==> config.mk <==
export PLATFORM = sky130hd
export DESIGN_NAME = evenodd_stream
export DESIGN_NICKNAME = d
export VERILOG_FILES = /design/src/rtl/evenodd_pkg.sv /design/src/rtl/evenodd_sat_cnt.sv /design/src/rtl/evenodd_stream.sv
export SDC_FILE = /design/constraint.sdc
export NUM_CORES = 1
export LEC_CHECK = 0
export BUFFER_PORTS_ARGS = -buffer_cell sky130_fd_sc_hd__buf_2
export CAP_MARGIN = 20
export CELL_PAD_IN_SITES_DETAIL_PLACEMENT = 0
export CELL_PAD_IN_SITES_GLOBAL_PLACEMENT = 1
export CORE_ASPECT_RATIO = 0.7
export CORE_UTILIZATION = 31
export DETAILED_ROUTE_END_ITERATION = 12
export PLACE_DENSITY = 0.78
export SETUP_SLACK_MARGIN = 0.2
export SLEW_MARGIN = 20
export SYNTH_ARGS = -nofsm -noshare
export SYNTH_HDL_FRONTEND = slang
export SYNTH_SLANG_ARGS = --single-unit
==> constraint.sdc <==
create_clock -name clk -period 1.7 [get_ports clk]
set_input_delay 0.34 -clock clk [delete_from_list [all_inputs] [get_ports clk]]
set_output_delay 0.34 -clock clk [all_outputs]
set_load 0.02 [all_outputs]
==> src/rtl/evenodd_pkg.sv <==
// evenodd_pkg
//   Shared types and helpers for the even/odd streaming classifier.
//   - EVENODD_DEF_W / EVENODD_DEF_CNT_W : default data and counter widths
//   - evenodd_class_t : per-word classification (even, odd and, when the
//                       EVENODD_PARITY_EN macro is defined, par)
//   - classify()      : builds the classification from a zero-extended word
//                       (words up to 64 bits)
//   - sat_inc()       : saturating increment (counters up to 32 bits)
package evenodd_pkg;

    localparam int unsigned EVENODD_DEF_W     = 16;
    localparam int unsigned EVENODD_DEF_CNT_W = 8;

    typedef struct packed {
        logic even;
        logic odd;
`ifdef EVENODD_PARITY_EN
        logic par;
`endif
    } evenodd_class_t;

    function automatic evenodd_class_t classify(input logic [63:0] word);
        evenodd_class_t c;
        c.even = ~word[0];
        c.odd  = word[0];
`ifdef EVENODD_PARITY_EN
        // Zero extension does not change the XOR reduction.
        c.par  = ^word;
`endif
        return c;
    endfunction

    function automatic logic [31:0] sat_inc(input logic [31:0] val,
                                            input logic [31:0] max);
        return (val >= max) ? val : val + 32'd1;
    endfunction

endpackage

==> src/rtl/evenodd_sat_cnt.sv <==
// evenodd_sat_cnt
//   Saturating up-counter with synchronous clear.
//   Ports:
//     clk, rst : clock, asynchronous active-high reset
//     clr      : synchronous clear; an inc in the same cycle counts after it
//     inc      : increment request
//     cnt      : current count (stops at 2^CNT_W-1)
//     sat      : count is at its maximum
module evenodd_sat_cnt
    import evenodd_pkg::*;
#(
    parameter int unsigned CNT_W = EVENODD_DEF_CNT_W
) (
    input  logic             clk,
    input  logic             rst,
    input  logic             clr,
    input  logic             inc,
    output logic [CNT_W-1:0] cnt,
    output logic             sat
);

    localparam logic [CNT_W-1:0] MAX = '1;

    logic [31:0] inc_val;

    always_comb inc_val = sat_inc(32'(cnt), 32'(MAX));

    // Saturated exactly when the increment would leave the value unchanged.
    // The flag is sticky because the count cannot leave MAX except via clr/rst.
    always_comb sat = (inc_val == 32'(cnt));

    always_ff @(posedge clk or posedge rst) begin
        if (rst) begin
            cnt <= '0;
        end else if (clr) begin
            cnt <= inc ? CNT_W'(1) : '0;
        end else if (inc) begin
            cnt <= inc_val[CNT_W-1:0];
        end
    end

endmodule

==> src/rtl/evenodd_stream.sv <==
// evenodd_stream
//   Streaming even/odd classifier with a one-deep registered output stage and
//   saturating per-class word counters. Full valid/ready backpressure,
//   one word per cycle when the consumer keeps out_ready high. W <= 64.
//   Optional feature: define EVENODD_PARITY_EN to add out_par and par_cnt.
//   Ports:
//     clk, rst            : clock, asynchronous active-high reset
//     clr                 : synchronous clear of counters and cnt_sat
//     in_valid/in_ready   : input handshake, in_data is the W-bit word
//     out_valid/out_ready : output handshake
//     out_even, out_odd   : registered LSB classification
//     out_par             : (EVENODD_PARITY_EN) registered XOR of the word
//     even_cnt, odd_cnt   : saturating counts of accepted words per class
//     par_cnt             : (EVENODD_PARITY_EN) count of odd-parity words
//     cnt_sat             : some counter has reached its maximum
module evenodd_stream
    import evenodd_pkg::*;
#(
    parameter int unsigned W     = EVENODD_DEF_W,
    parameter int unsigned CNT_W = EVENODD_DEF_CNT_W
) (
    input  logic             clk,
    input  logic             rst,
    input  logic             clr,
    input  logic             in_valid,
    output logic             in_ready,
    input  logic [W-1:0]     in_data,
    output logic             out_valid,
    input  logic             out_ready,
    output logic             out_even,
    output logic             out_odd,
`ifdef EVENODD_PARITY_EN
    output logic             out_par,
    output logic [CNT_W-1:0] par_cnt,
`endif
    output logic [CNT_W-1:0] even_cnt,
    output logic [CNT_W-1:0] odd_cnt,
    output logic             cnt_sat
);

    evenodd_class_t cls_d;
    evenodd_class_t cls_q;
    logic           accept;
    logic           even_sat;
    logic           odd_sat;

    // The stage can take a word when empty or when it is being drained now.
    always_comb in_ready = !out_valid || out_ready;
    always_comb accept   = in_valid && in_ready;
    always_comb cls_d    = classify(64'(in_data));

    always_ff @(posedge clk or posedge rst) begin
        if (rst) begin
            out_valid <= 1'b0;
            cls_q     <= '0;
        end else if (accept) begin
            out_valid <= 1'b1;
            cls_q     <= cls_d;
        end else if (out_ready) begin
            out_valid <= 1'b0;
        end
    end

    always_comb out_even = cls_q.even;
    always_comb out_odd  = cls_q.odd;

    evenodd_sat_cnt #(.CNT_W(CNT_W)) u_even_cnt (
        .clk (clk),
        .rst (rst),
        .clr (clr),
        .inc (accept && cls_d.even),
        .cnt (even_cnt),
        .sat (even_sat)
    );

    evenodd_sat_cnt #(.CNT_W(CNT_W)) u_odd_cnt (
        .clk (clk),
        .rst (rst),
        .clr (clr),
        .inc (accept && cls_d.odd),
        .cnt (odd_cnt),
        .sat (odd_sat)
    );

`ifdef EVENODD_PARITY_EN
    logic par_sat;

    always_comb out_par = cls_q.par;

    evenodd_sat_cnt #(.CNT_W(CNT_W)) u_par_cnt (
        .clk (clk),
        .rst (rst),
        .clr (clr),
        .inc (accept && cls_d.par),
        .cnt (par_cnt),
        .sat (par_sat)
    );

    always_comb cnt_sat = even_sat | odd_sat | par_sat;
`else
    always_comb cnt_sat = even_sat | odd_sat;
`endif

endmodule

==> flow_summary_export.csv <==
group,metric,value,unit
timing,fin_ws,-147.8,ps
grt,overflow,0,
clock_network,clockBufferDepth,2,
die,rows,17,
power,ir_drop,0.0002893,V
die,initial_core_util,32.47,%
cells_and_area,n_fill_cell,311,
grt,grt_usage,17.59,%
min_path,hold_class,"input port to asynchronous set/reset pin",
route,totalWireLength,2724,um
power,power_density,637.3,nW/um2
die,core-area,3148,um2
timing,max_slew_margin,69.33,%
run,maxCapViolations,0,
clock_network,cts_sinks,19,
timing,hold_viol_final,0,
clock_network,htree_levels,1,
grt,grt_pass1_vias,1024,
critical_path,crit_required,1850,ps
cells_and_area,final_common_cell,"buf_2",
timing,worst_hold_slack,88.98,ps
clock_network,cts_tree,"done",
route,viasPerCell,5.381,
die,ios,42,
synth,synthCells,110,
run_status,violations,"design-rule violations, negative setup slack",
cells_and_area,diodes,0,
run_status,status,"finished, violations left",
route,drtPass1Iterations,8,
synth,synth_edf_count,0,
timing,post-route-period-util,108.7,%
critical_path,crit_path_max_fanout,8,
placement,post-place-cells,187,
cells_and_area,final-instance-count-excl-fill,194,
cells_and_area,final_cell_mix,"buf_2 (25), buf_4 (18), dfrtp_1 (10)",
synth,synth_area,1022,um2
timing,finalSetupViolations,7,
placement,gp_congestion,0.7412,
grt,grt_pass1_wl,4664,um
route,met1Wirelength,1328,um
cells_and_area,area_growth_syn_to_layout,45.16,%
route,wl_per_cell,14.04,um
die,die-area,3535,um2
critical_path,worst_setup_path_end_kind,"flip-flop",
cells_and_area,regArea,486.7,um2
critical_path,critPathArrivalTime,2000,ps
timing,skew,7.905,ps
timing,slew_viol_final,0,
timing,rsz0062_at_grt,"yes",
die,die_x,70.64,um
clock_network,ctsRootBufferMaster,"clkbuf_8",
route,vias,1044,
power,total_leakage_power,0.0006774,uW
route,route.detailed.drc,6,
cells_and_area,multi_input_area,580.6,um2
clock_network,cts_buffers,3,
synth,yosysSeqAreaShare,46.51,%
route,wl_met3,140,um
placement,dp_hpwl,2013,um
cells_and_area,drive_gt1_share,50.00,%
route,drt_iter0_drc,68,
die,dieHeight,50.05,um
timing,fmax,0.5412,GHz
clock_network,clkLatencyLatePin,260,ps
placement,port_buffers,26,
critical_path,crit_path_start_kind,"flip-flop",
synth,ys_seq_elements,19,
route,ant_nets,0,
synth,syn_nets,133,
critical_path,path_class,"flip-flop to flip-flop",
timing,layout_min_cycle_time,1848,ps
timing,tightest_slew,456.5,ps
synth,syn_avg_cell_area,9.293,um2
grt,antenna_found_initial,0,
synth,ys_warn_count,0,
route,dr_wl_met2,1234,um
grt,grt_max_degree,20,
synth,synthFlopType,"dfrtp_1",
cells_and_area,nNetsFinal,180,
clock_network,clk_pin_slew_worst_paths,70,ps
clock_network,cts_hold_buf,0,
synth,async_flop_share,100.0,%
route,highest_layer,"met4",
synth,synth_cell_types,35,
-- critical path: stages, from the launching register on --
cell and delay [ps]:
dfrtp_2 430, ha_4 160, and4_4 190, a2111o_1 470
o31a_2 320, o21ba_1 170
-- per-stage QoR --
step	utilization, %	setup slack (ps)	cell area, um2	total power, uW	TNS, ps
final	47.14	-147.8	1484	945.7	-652.9
after floorplan	-	-198.8	1091	572.9	-563.3
after detailed placement	43.32	-140.9	1364	629.2	-487.9
after global routing	47.14	-211.5	1484	998.4	-1204
after global placement	43.32	-119.9	1364	623.8	-324.2
after CTS	46.03	-146.4	1449	950.2	-700.9
-- cell usage after synthesis (all sizes together) (2+ instances only) --
cell type,n,area [um2]
nand3,8,40.04
a31oi,3,18.77
and4,3,28.78
nor4,2,12.51
buf,2,15.01
o31ai,3,22.52
inv,7,26.28
a21oi,12,60.06
and4b,2,21.27
nor3,4,20.02
o21ai,6,30.03
ha,2,25.02
nor2,6,22.52
dfrtp,19,475.5
nand2,9,33.78
or3,5,31.28
clkbuf,2,7.510
-- flip-flops by register name (all words and copies together), names as in the netlist --
signal / count
out_even: 1
out_odd: 1
out_valid: 1
u_even_cnt.cnt: 8
u_odd_cnt.cnt: 8
-- final timing paths --
kind	start	end	slack (ps)	depth (start not counted)
max	u_even_cnt.cnt[0]	u_even_cnt.cnt[5]	-150	5
min	rst	u_even_cnt.cnt[0]	90	3
max reg2reg	u_even_cnt.cnt[0]	u_even_cnt.cnt[5]	-150	5
min reg2reg	out_even	out_even	500	2
max in group asynchronous	rst	u_even_cnt.cnt[1]	1380	3
min in group clk	in_valid	out_valid	330	3
-- logic make-up (layout without fill, tap and decap cells) --
logic type | after synthesis | in the layout | share of synthesized area, %
and+or+nand+nor | 45 | 45 | 25.22
AOI/OAI and AO/OA | 31 | 31 | 19.22
DFF | 19 | 19 | 46.51
buffers and inverters | 11 | 57 | 4.774
adders and majority gates | 2 | 2 | 2.448
xor gates and xnor gates | 1 | 1 | 0.8569
muxes | 1 | 1 | 0.9792
-- repair_timing --
action / 4_1_cts / 5_1_grt
hold endpoints to repair: 0 / 0
setup endpoints to repair: 10 / 12
pin swaps: 2 / 2
gates cloned: 0 / 0
gates resized for setup: 8 / 8
setup buffers: 2 / 1
-- metal layers --
metal	global-route usage, %	up-vias
met4	5.333	0
met5	0	-
met2	28.48	26
li1	-	507
met3	6.135	5
met1	22.19	506
-- area by class of cell --
class	instances	share of cell area (%)
clock inverter	1	0.3373
inverter	7	1.939
timing repair buffer	46	19.81
clock buffer	3	2.782
sequential	19	32.80
multi-input combinational	80	39.12
tap	38	3.204
-- where the power goes --
part,switching (uW),internal [uW]
sequential,12.4,469
combinational,94.1,57.6
clock,150,163
Note: power is estimated with default switching activity, not from simulation.
